### src/rtl/mips_defs_pkg.sv
// mips_defs: shared definitions for the multi-cycle MIPS datapath.
//   - opcode constants seen on op = ir[31:26]
//   - pc_src encodings driven by the controller
//   - instruction-fetch FSM state encoding
package mips_defs;

    localparam logic [5:0] OP_R_TYPE = 6'h00;
    localparam logic [5:0] OP_LW     = 6'h23;
    localparam logic [5:0] OP_SW     = 6'h2B;
    localparam logic [5:0] OP_BEQ    = 6'h04;
    localparam logic [5:0] OP_J      = 6'h02;

    typedef enum logic [1:0] {
        PC_SRC_RSVD   = 2'b00,
        PC_SRC_BRANCH = 2'b01,
        PC_SRC_JUMP   = 2'b10,
        PC_SRC_HOLD   = 2'b11
    } pc_src_t;

    typedef enum logic [2:0] {
        F_IDLE = 3'd0,
        F_REQ  = 3'd1,
        F_WAIT = 3'd2,
        F_DONE = 3'd3,
        F_ERR  = 3'd4
    } fetch_state_t;

endpackage

### src/rtl/pc_next_sel.sv
// pc_next_sel: combinational redirect-target select and load enable for the PC.
//   pc, jump_index, pc_src, branch_target -> pc_redir (word aligned)
//   pc_write, pc_write_cond, zero          -> pc_load
// Reserved pc_src codes select the current PC, so a load with them is a hold.
module pc_next_sel
    import mips_defs::*;
(
    input  logic [31:0] pc,
    input  logic [25:0] jump_index,
    input  logic [1:0]  pc_src,
    input  logic [31:0] branch_target,
    input  logic        pc_write,
    input  logic        pc_write_cond,
    input  logic        zero,
    output logic [31:0] pc_redir,
    output logic        pc_load
);

    logic [31:0] sel;

    always_comb begin
        sel = pc;
        case (pc_src_t'(pc_src))
            PC_SRC_BRANCH: sel = branch_target;
            PC_SRC_JUMP:   sel = {pc[31:28], jump_index, 2'b00};
            default:       sel = pc;
        endcase
        pc_redir = sel & ~32'h3;
    end

    assign pc_load = pc_write | (pc_write_cond & zero);

endmodule

### src/rtl/ifetch_unit.sv
// ifetch_unit: instruction-fetch stage of the multi-cycle MIPS datapath.
//   clk, rst_n                 clock, async active-low reset
//   fetch_req                  start a fetch (sampled in IDLE only)
//   pc_write, pc_write_cond,
//   zero, pc_src,
//   branch_target              controller PC redirect
//   mem_addr, mem_rd           instruction memory read request
//   mem_rdata, mem_ack         instruction memory response
//   ir, op, ir_valid           instruction register, opcode, new-IR strobe
//   pc, busy, fetch_err        current PC, fetch in progress, sticky timeout
//
// state  | meaning
// F_IDLE | waiting for fetch_req
// F_REQ  | issue read at pc, latch request address, clear wait counter
// F_WAIT | read outstanding; ack captures IR and advances PC
// F_DONE | ir_valid pulse for one cycle
// F_ERR  | memory timeout; terminal until reset
module ifetch_unit
    import mips_defs::*;
#(
    parameter logic [31:0] PC_RESET = 32'h0000_0000,
    parameter int          MAX_WAIT = 15
) (
    input  logic        clk,
    input  logic        rst_n,
    input  logic        fetch_req,
    input  logic        pc_write,
    input  logic        pc_write_cond,
    input  logic        zero,
    input  logic [1:0]  pc_src,
    input  logic [31:0] branch_target,
    output logic [31:0] mem_addr,
    output logic        mem_rd,
    input  logic [31:0] mem_rdata,
    input  logic        mem_ack,
    output logic [31:0] ir,
    output logic [5:0]  op,
    output logic        ir_valid,
    output logic [31:0] pc,
    output logic        busy,
    output logic        fetch_err
);

    localparam logic [7:0] WAIT_LIMIT = 8'(MAX_WAIT);

    fetch_state_t state_q, state_d;
    logic [7:0]   wait_cnt_q;
    logic [31:0]  pc_q;
    logic [31:0]  ir_q;
    logic [31:0]  req_addr_q;
    logic         fetch_err_q;

    logic [31:0]  pc_redir;
    logic         pc_load;
    logic         ack_take;
    logic         timeout;

    pc_next_sel u_pc_next_sel (
        .pc            (pc_q),
        .jump_index    (ir_q[25:0]),
        .pc_src        (pc_src),
        .branch_target (branch_target),
        .pc_write      (pc_write),
        .pc_write_cond (pc_write_cond),
        .zero          (zero),
        .pc_redir      (pc_redir),
        .pc_load       (pc_load)
    );

    assign ack_take = (state_q == F_WAIT) && mem_ack;
    // An ack in the final allowed WAIT cycle still completes the fetch.
    assign timeout  = (state_q == F_WAIT) && !mem_ack && ((wait_cnt_q + 8'd1) == WAIT_LIMIT);

    always_ff @(posedge clk or negedge rst_n) begin
        if (!rst_n) begin
            state_q <= F_IDLE;
        end else begin
            state_q <= state_d;
        end
    end

    always_comb begin
        state_d = state_q;
        case (state_q)
            F_IDLE: if (fetch_req) state_d = F_REQ;
            F_REQ:  state_d = F_WAIT;
            F_WAIT: begin
                if (mem_ack)      state_d = F_DONE;
                else if (timeout) state_d = F_ERR;
            end
            F_DONE: state_d = F_IDLE;
            F_ERR:  state_d = F_ERR;
            default: state_d = F_IDLE;
        endcase
    end

    // The request address is frozen in REQ so a redirect while the read is
    // outstanding cannot disturb the address memory is serving.
    always_comb begin
        mem_rd   = 1'b0;
        mem_addr = 32'h0;
        busy     = 1'b0;
        ir_valid = 1'b0;
        case (state_q)
            F_REQ: begin
                mem_rd   = 1'b1;
                mem_addr = pc_q;
                busy     = 1'b1;
            end
            F_WAIT: begin
                mem_rd   = 1'b1;
                mem_addr = req_addr_q;
                busy     = 1'b1;
            end
            F_DONE:  ir_valid = 1'b1;
            default: ;
        endcase
    end

    always_ff @(posedge clk or negedge rst_n) begin
        if (!rst_n) begin
            wait_cnt_q  <= 8'h0;
            req_addr_q  <= 32'h0;
            ir_q        <= 32'h0;
            pc_q        <= PC_RESET & ~32'h3;
            fetch_err_q <= 1'b0;
        end else begin
            if (state_q == F_REQ) begin
                wait_cnt_q <= 8'h0;
                req_addr_q <= pc_q;
            end else if (state_q == F_WAIT && !mem_ack) begin
                wait_cnt_q <= wait_cnt_q + 8'd1;
            end

            if (ack_take) ir_q <= mem_rdata;

            // Redirect beats the sequential increment in the ack cycle.
            if (state_q != F_ERR && pc_load) begin
                pc_q <= pc_redir;
            end else if (ack_take) begin
                pc_q <= (pc_q + 32'd4) & ~32'h3;
            end

            if (timeout) fetch_err_q <= 1'b1;
        end
    end

    assign pc        = pc_q;
    assign ir        = ir_q;
    assign op        = ir_q[31:26];
    assign fetch_err = fetch_err_q;

endmodule

### config.mk
export PLATFORM = sky130hd
export DESIGN_NAME = ifetch_unit
export DESIGN_NICKNAME = d
export VERILOG_FILES = /design/src/rtl/mips_defs_pkg.sv /design/src/rtl/pc_next_sel.sv /design/src/rtl/ifetch_unit.sv
export SDC_FILE = /design/constraint.sdc
export NUM_CORES = 1
export LEC_CHECK = 0
export ABC_CLOCK_PERIOD_IN_PS = 1950
export CORE_UTILIZATION = 43
export CTS_CLUSTER_DIAMETER = 30
export CTS_CLUSTER_SIZE = 12
export DETAILED_ROUTE_END_ITERATION = 8
export HOLD_SLACK_MARGIN = 0.15
export PLACE_DENSITY = 0.81
export SLEW_MARGIN = 0
export SYNTH_ARGS = -nofsm -noshare
export SYNTH_HDL_FRONTEND = slang
export SYNTH_HIERARCHICAL = 1
export SYNTH_SLANG_ARGS = --single-unit
export TNS_END_PERCENT = 50
### constraint.sdc
create_clock -name clk -period 1.95 [get_ports clk]
set_input_delay 0.195 -clock clk [delete_from_list [all_inputs] [get_ports clk]]
set_output_delay 0.195 -clock clk [all_outputs]
set_load 0.05 [all_outputs]
== Word level (Yosys, flattened, before mapping) ==
Index checks and enable logic that the tools add are counted.

* Bits in registers: 108
* Bits of input ports: 73
* Output and inout port bits: 106
* Logic and storage cells: 49

* Add/subtract/negate cells: 2
* Eq/ne operators: 13
* Muxes and demuxes: 12
* Bitwise logic cells: 2
* Reductions and logical operators: 12

{| class="wikitable"
|+ Operators by type and width
! cell !! number
|-
| case mux 32 bit (2 select lines) || 2
|-
| two-way mux 32 bit || 2
|-
| adder 32 x 3 -> 32 bit, second input constant || 1
|-
| two-way mux 8 bit || 2
|-
| case mux 3 bit (4 select lines) || 1
|-
| two-way mux 3 bit || 3
|-
| adder 8 x 1 -> 8 bit, second input constant || 1
|-
| equality test 8 x 4 -> 1 bit, second input constant || 1
|-
| equality test 3 x 2 -> 1 bit, second input constant || 2
|-
| != test 3 bit, second input constant || 2
|-
| logical AND 1 bit || 4
|-
| != test 2 bit, second input constant || 2
|-
| AND reduction 2 bit || 2
|-
| nonzero test 2 bit || 2
|-
| equality test 3 x 1 -> 1 bit, second input constant || 1
|-
| equality test 3 bit, second input constant || 1
|-
| zero test 3 bit || 1
|-
| != test 3 x 1 -> 1 bit, second input constant || 1
|-
| AND reduction 3 bit || 1
|-
| equality test 2 x 1 -> 1 bit, second input constant || 1
|-
| equality test 2 bit, second input constant || 1
|-
| two-way mux 1 bit || 2
|-
| != test 2 x 1 -> 1 bit, second input constant || 1
|-
| OR reduction 2 bit || 1
|-
| 3 further kinds || 3
|}

== Longest topological paths before layout ==
Gate-level depths: netlist of the first run.

* Depth in word-level cells: 6
* Gate-level depth with buffers: 8
* Gate-level depth less buffers: 6

== Modules after synthesis ==
The synthesis of the first run kept the hierarchy.

{| class="wikitable"
|+ Modules (own cells, without submodules)
! module !! times used !! cells an instance !! area each (um^2) !! seq. area each (um^2)
|-
| ifetch_unit || 1 || 541 || 5107.4 || 2702.6
|-
| pc_next_sel || 1 || 104 || 610.6 || 0.0
|}

== Worst setup path before layout of the first run ==
OpenSTA, ideal clock, no wires.

* Path kind: reg2reg
* From: register pc_q[11], in the netlist pc[11]
* To: register pc_q[29], in the netlist pc[29]
* Setup time: 0.069 ns
* Data arrival time: 2.173 ns
* Required time: 1.881 ns
* Slack: -0.292 ns
* Stages on the path, launching flop included: 6
* Buffers on the path: 0
* Path through: dfrtp_1 nand3_1 nor4_4 nand4_4 or4_1 nand3_1

* Word-level cells in the longest chain between the ends: 3

{| class="wikitable"
|+ RTL lines
! element !! RTL line !! RTL
|-
| start: declaration || ifetch_unit.sv:48 || <nowiki>logic [31:0] pc_q;</nowiki>
|-
| start signal: assignment || ifetch_unit.sv:125 || <nowiki>pc_q <= PC_RESET & ~32'h3;</nowiki>
|-
| start signal: assignment || ifetch_unit.sv:139 || <nowiki>pc_q <= pc_redir;</nowiki>
|-
| start signal: assignment || ifetch_unit.sv:141 || <nowiki>pc_q <= (pc_q + 32'd4) & ~32'h3;</nowiki>
|-
| adder 32 x 3 -> 32 bit || ifetch_unit.sv:141 ||
|-
| two-way mux 32 bit || ifetch_unit.sv:140 || <nowiki>end else if (ack_take) begin</nowiki>
|-
| two-way mux 32 bit || ifetch_unit.sv:138 || <nowiki>if (state_q != F_ERR && pc_load) begin</nowiki>
|}

No other way between the ends. The select of a mux whose other input is x is not followed.
A chain may end at the register's enable or synchronous reset.

== Final worst setup path of the first run ==
* From: register state_q[1]
* To: output mem_addr[6]

* Word-level cells in the longest chain between the ends: 2
* Elaborated cells between the ends (all ways): 3
* Classes of those cells: eq/ne: 2; mux: 1

{| class="wikitable"
|+ RTL lines
! element !! RTL line !! RTL
|-
| start: declaration || ifetch_unit.sv:46 || <nowiki>fetch_state_t state_q, state_d;</nowiki>
|-
| start signal: assignment || ifetch_unit.sv:78 || <nowiki>state_q <= state_d;</nowiki>
|-
| equality test 3 x 2 -> 1 bit / equality test 3 x 1 -> 1 bit (equally long branches) || ifetch_unit.sv:104 || <nowiki>case (state_q)</nowiki>
|-
| case mux 32 bit (2 select lines) (*) || ifetch_unit.sv:104 ||
|-
| end: declaration || ifetch_unit.sv:32 || <nowiki>output logic [31:0] mem_addr,</nowiki>
|}

Mark *: on every way between the ends. The rest lies on a longest branch, timed or not.

==> results.md, run 1 <==
- CP max FO: 7
- Crit share post-route: 1.00
- Gr ovfl total: 0
- Clk Latency, worst-skew pair: about 0.36 ns
- DRC: 0
- Share of total power in sequential cells: 0.274
- Max-Cap Viols: 0
- Worst EP required: ~1.8 ns
- Critical Path End Type: output pin
- Skew final: between 0.009 and 0.01 ns
- Post-route insts no fill: around 1,000
- Boundary Pins: 179
- Area of the multi-input gates: 0.00291 mm^2
- Power, Total: approximately 14 mW
- Clock Sinks: approximately 110
- Share of cells above drive strength 1: 0.245
- Longest Clk Path Bufs: 2
- Starting Density: 0.448
- Starting DRC count in detailed routing: around 420
- CTS tree: built
- Register Area: 0.00273 mm^2
- Ys flop type: dfrtp_1
- Startpoint types: register
- Antenna cells: 0
- GRT Total Usage: 0.252
- Slew Viols, Final: 0
- R2R Path Start: state_q[2]
- HPWL Detailed: roughly 13 mm
- Max Freq: just over 500 MHz
- Failing checks: setup timing
- Final Setup Violations: 4
- Worst min path class: in2async
- Die width: between 100 and 150 um
- Post-synth top area share: 0.473
- Syn. warnings: 6
- Routed wire length: around 18 mm
- Critical path class: reg2out
- Initial antenna violation count: 0
- First-pass GRT wire length: ~28 mm
- Avg WL per Cell: around 17 um
- Cell area power density: between 1500 and 2000 mW/mm^2
- Setup WS post-layout: -0.00385 ns
- Drt first pass iters: 4
- Internal power: ~7.5 mW
- Antenna viol nets, final: 0
- Fill count: between 900 and 1,000
- Post-DP Area: just over 0.008 mm^2
- Die extent in y: 117 um
- Arr. time, crit path: 1.76 ns
- Worst Reg-to-Reg Cells: 5
- Reg clk slew, reported paths: 0.07 ns
- Ys async rst share: 1.00
- Mean Syn Cell Area: 8.87 um^2
- CTS buffer count: 9
- Via Count: between 5,000 and 6,000
- Slew headroom: 0.629
- Seq/Total Area, Yosys: 0.473
- Cells after Synth: approximately 650
- Largest net degree at the start of global routing: between 40 and 50
- H-tree levels: 3
- Leak: 3.99 nW
- Most frequent cells after synthesis: nand2_1, dfrtp_1, o21ai_0
- Metal1 wirelength: between 7 and 8 mm
- Combinational Power Share: 0.591
- Met2 routed WL: about 8.9 mm
- Port bufs: 176
- Least-Margin Pin Slew: approximately 0.56 ns
- Root Buffer: clkbuf_16
- Clk pwr share: 0.135
- Max layer used: met4
- Number of enable flip-flop cells after synthesis: 0
- Final #Nets: 919
- Seq cells post-synth: approximately 110
- Status: complete, but fails checks
- Vias in the first global route: about 5,400
- Die footprint: 0.0138 mm^2
- R2R Path End: pc[29]
- Total core area: ~0.013 mm^2
- Area delta synth->final: 53.3%
- Synth Cell Area: roughly 0.0057 mm^2
- Final instance area: between 0.008 and 0.009 mm^2
- Cell variety after synth: 50
- Vias per cell: 5.39
- VDD IR-drop max: 0.993 mV
- Cell row count: roughly 40
- Met3 wire length: 1.05 mm
- Net Switching: roughly 6.5 mW
- Reg-to-reg setup timing slack: about 0.070 ns
- Net Sw Frac: 0.467
- Final hold viol count: 0
- Inst Count DP: 991
- Largest area contributor in the netlist: dfrtp_1
- RSZ-0062 raised after global routing: yes
- Count leader, synth: nand2_1
- Tmin final: just under 2 ns
- Worst slack, placed: -0.0655 ns
- RePlAce Congestion: between 0.8 and 0.9
- Synth area leaders: dfrtp_1, nand2_1, mux2_2
## metrics by stage
step | utilization | hold WS (ns) | setup TNS, ns
CTS | 0.672 | 0.357 | 0
floorplan | - | -0.101 | -0.0618
global route | 0.686 | 0.397 | -0.712
global placement | 0.641 | 0.187 | -0.105
detailed placement | 0.641 | 0.192 | -0.165
finish | 0.686 | 0.338 | -0.0101
## worst max-delay path by stage
stage               start           to  slack, ns  depth (start not counted)
6_report       state_q[1]  mem_addr[6]     -0.004                          6
5_1_grt        state_q[0]  mem_addr[6]      -0.05                          7
4_1_cts        state_q[0]  mem_addr[6]      0.005                          7
3_3_place_gp      mem_ack       pc[29]      -0.06                          6
3_5_place_dp      mem_ack       pc[29]      -0.07                          6
2_1_floorplan       pc[8]       pc[29]      -0.03                          5
## critical path, stage by stage (launching register included)
cell and delay, ns:
dfrtp_2 0.49, nor3b_4 0.26, buf_6 0.15, buf_6 0.14
nand2_1 0.11, nand2_2 0.12, buf_12 0.14
## power groups by stage
stage                     logic (mW)  registers, mW  clock network [mW]
after global placement          7.63           3.76                   0
final                           8.28           3.84                1.89
after detailed placement        7.79           3.84                   0
after floorplan                 3.00           5.42                   0
after CTS                       8.01           3.81                1.91
after global routing            8.62           3.95                1.98
## cells by family after synthesis
kind of cell             after synthesis  synth area share
AO/OA/AOI/OAI                        100             0.106
XOR/XNOR                              28            0.0429
adder cells (fa/ha/maj)                5            0.0109
buffers and inverters                 47            0.0425
flip-flops                           108             0.473
multiplexers                          33            0.0648
other                                  1          0.000656
AND/OR/NAND/NOR                      323             0.259
## layout make-up
| class | count | share of cell area |
|---|---|---|
| multi-input combinational | 491 | 0.332 |
| sequential | 108 | 0.311 |
| timing repair buffer | 228 | 0.297 |
| clock buffer | 12 | 0.0293 |
| tap | 172 | 0.0245 |
| clock inverter | 4 | 0.00542 |
| inverter | 3 | 0.00128 |
## state kept, by name, indices dropped and copies added, names as in the netlist
| name | cells |
|---|---|
| fetch_err | 1 |
| req_addr_q | 32 |
| state_q | 3 |
| wait_cnt_q | 8 |
| pc | 32 |
| ir | 32 |
## repair_timing
action | CTS | global route
pin swaps | 1 | 6
resized for setup | 13 | 49
cloned | 1 | 3
endpoints found under the hold margin | 31 | 0
hold buffers | 1 | 0
buffers inserted | 3 | 3
endpoints found under the setup margin | 34 | 41
## layout by cell type (no fill, tap or decap), types with 5 or more instances in the layout
cell               n
and3_1             7
o21ai_0           55
and2_1             5
nand4_1            7
buf_12            37
nand2_2           36
dfrtp_1           89
dlymetal6s2s_1     5
nand3_1           24
a22oi_1           26
dfrtp_2           19
clkbuf_16         10
buf_6              6
buf_4             43
clkdlybuf4s50_1  132
nor2_1            13
xor2_1            24
nand2_1          196
mux2_2            32
ha_1               5
## per-layer routing
metal  global-route usage  up-vias
li1                     -     2559
met1                0.317     2663
met2                0.421      219
met3               0.0506       41
met4                0.110        0
met5                    0        -
No activity file was read; power rests on OpenSTA's default activity.
==> run 2, diff against run 1 <==
Settings changed: CORE_UTILIZATION 43 to 44, CTS_BUF_LIST set to sky130_fd_sc_hd__clkbuf_8, PLACE_DENSITY 0.81 to 0.82.
==> results.md, run 2 (same netlist as run 1, synthesis figures left out) <==
- Slew headroom: 0.628 (about the same)
- Final #Nets: 919 (unchanged)
- Cell mode on critical path: buf_6
- Status: complete, but fails checks
- Longest Clk Path Bufs: 2 (unchanged)
- Crit-path max cell delay: 0.42 ns (-0.07 ns)
- Port bufs: 176 (unchanged)
- Die extent in y: 116 um (-1.1%)
- R2R Path End: pc[25]
- Buffers and inverters on the worst path: 4 (+1)
- Antenna viol nets, final: 0 (unchanged)
- Largest net degree at the start of global routing: 44 (-4.3%)
- CP max FO: 9 (+2)
- Boundary Pins: 179 (unchanged)
- Share of total power in sequential cells: 0.286 (+0.012)
- Initial antenna violation count: 0 (unchanged)
- Net Switching: 6.40 mW (-2.2%)
- HPWL Detailed: 11.9 mm (-6.2%)
- Cell area power density: 1540 mW/mm^2 (-3.7%)
- Internal power: 7.00 mW (-6.3%)
- Starting DRC count in detailed routing: 491 (+18%)
- Commonest non-fill, non-tap cell in the layout: nand2_1
- CTS tree: built
- Clock Sinks: 108 (unchanged)
- CP Cell Sequence: buf_6 > nor3b_4 > buf_6 > clkbuf_16 > nand2_1 > nand2_2 > buf_12
- Startpoint types: register
- Failing checks: setup timing
- Cell row count: 41 (unchanged)
- RSZ-0062 raised after global routing: yes
- Via Count: 5,378 (-1.9%)
- VDD IR-drop max: 0.919 mV (-7.4%)
- Leak: 4.01 nW (+0.45%)
- Fin util: 0.690 (+0.00381)
- Arr. time, crit path: 1.82 ns (+0.06 ns)
- Final Setup Violations: 33 (+29)
- Root Buffer: clkbuf_8
- Share of cells above drive strength 1: 0.257 (+0.0121)
- Combinational Power Share: 0.612 (+0.021)
- Antenna cells: 0 (unchanged)
- Gr ovfl total: 0 (unchanged)
- DRC: 0 (unchanged)
- Drt first pass iters: 5 (+1)
- Most frequent cells in the layout: nand2_1, clkdlybuf4s50_1, dfrtp_1
- Critical path class: reg2out
- Net Sw Frac: 0.478 (+0.0107)
- Worst Setup SP: state_q[2]
- Inst Count DP: 991 (unchanged)
- RePlAce Congestion: 0.799 (-5.9%)
- Die width: 116 um (-1.1%)
- Vias in the first global route: 5,161 (-4.8%)
- Slew Viols, Final: 0 (unchanged)
- Total number of cells along the worst setup path: 7 (+1)
- Worst Reg-to-Reg Cells: 6 (+1)
- Skew final: 0.0159 ns (+0.00635 ns)
- R2R Path Start: state_q[2]
- Max-Cap Viols: 0 (unchanged)
- Worst min path class: in2async
- Reg clk slew, reported paths: 0.10 ns (+0.03 ns)
- Final hold viol count: 0 (unchanged)
- Worst slack, placed: -0.104 ns (-0.0384 ns)
- Master of the slowest instance on the critical path: dfrtp_1
- Worst EP required: 1.75 ns (about the same)
- Setup WS post-layout: -0.0637 ns (-0.0598 ns)
- H-tree levels: 3 (unchanged)
- Starting Density: 0.453 (+0.00546)
- Area delta synth->final: 52.3%
- Clk pwr share: 0.102 (-0.033)
- Critical Path Sink: mem_addr[12]
- Total core area: 0.0126 mm^2 (-1.2%)
- Crit share post-route: 1.03 (+0.0307)
- Max Freq: 497 MHz (-3.0%)
- Clk Latency, worst-skew pair: 0.39 ns (+0.03 ns)
- First-pass GRT wire length: 26.4 mm (-4.2%)
- Routed wire length: 16.6 mm (-6.3%)
- Reg-to-reg setup timing slack: 0.05 ns (-0.02 ns)
- Tmin final: 2.01 ns (+0.0598 ns)
- Post-route insts no fill: 1,017 (-0.098%)
- Critical Path End Type: output pin
- Fill count: 958 (+2.6%)
- Avg WL per Cell: 16.3 um (-6.3%)
- Vias per cell: 5.29 (-1.8%)
- Hold slack: 0.289 ns (-0.0489 ns)
- GRT Total Usage: 0.257 (+0.00510)
- Least-Margin Pin Slew: 0.556 ns (+0.00100 ns)
- Crit path max-delay family: buffers and inverters
- Die footprint: 0.0135 mm^2 (-2.2%)
- CTS buffer count: 9 (unchanged)
## run 2: cell types whose count changed in the layout (fill, tap and decap cells not counted), sizes merged
cell           before  now
buf                88   90
clkbuf             13   12
clkdlybuf4s50     132  122
clkinv              2    3
dlygate4sd2         1    6
dlymetal6s2s        5    7
## run 2: worst min-delay path by stage
| stage | end | slack, ns | cells after the start |
|---|---|---|---|
| floorplan | fetch_err | -0.10 | 0 |
| global placement | req_addr_q[14] | 0.18 | 1 |
| detailed placement | req_addr_q[14] | 0.18 | 1 |
| CTS | ir[11] | 0.29 | 2 |
| global route | req_addr_q[14] | 0.31 | 2 |
| finish | req_addr_q[14] | 0.29 | 2 |
## run 2: layout make-up
cell class              instances  area [um^2]  share of cell area
flip-flops and latches        108         2730               0.313
repair buffers                228         2640               0.303
inverters                       3         11.3             0.00129
clock inverters                 5         52.6             0.00603
multi-input cells             491         2930               0.336
clock buffers                  10          138              0.0158
well taps                     172          215              0.0247
## run 2: worst register-to-register path: cells and delay by family (launching register included)
kind,cells,cell delay [ns]
AND/OR/NAND/NOR,5,1.28
flip-flops,1,0.42
buffers and inverters,1,0.14
## run 2: metal layers
metal,GRT usage,vias to the layer above,share of wire
met5,0,-,0
met4,0.0940,0,0.028
met3,0.0539,38,0.054
li1,-,2581,-
met2,0.408,198,0.48
met1,0.349,2561,0.44
## run 2: what timing repair did
| action | CTS | global route |
|---|---|---|
| cloned | 2 | 2 |
| setup endpoints to repair | 40 | 45 |
| resized for setup | 49 | 28 |
| buffers inserted | 8 | 0 |
| pin swaps | 6 | 16 |
| hold buffers | 1 | 0 |
| endpoints found under the hold margin | 38 | 0 |
## run 2: metrics by stage
| stage | area, um^2 | power (mW) | setup TNS [ns] |
|---|---|---|---|
| floorplan | 5760 | 8.41 | -0.0618 |
| global placement | 8230 | 11.5 | -0.0943 |
| detailed placement | 8230 | 11.6 | -0.342 |
| CTS | 8650 | 13.4 | -1.38 |
| global route | 8710 | 14.0 | -4.06 |
| finish | 8710 | 13.4 | -1.25 |
## run 2: power by group through the flow
stage	sequential, mW	combinational, mW	clock [mW]
after floorplan	5.42	3.00	0
after global placement	3.80	7.67	0
after detailed placement	3.83	7.78	0
after CTS	3.81	8.18	1.40
after global routing	3.95	8.59	1.48
final	3.83	8.19	1.37
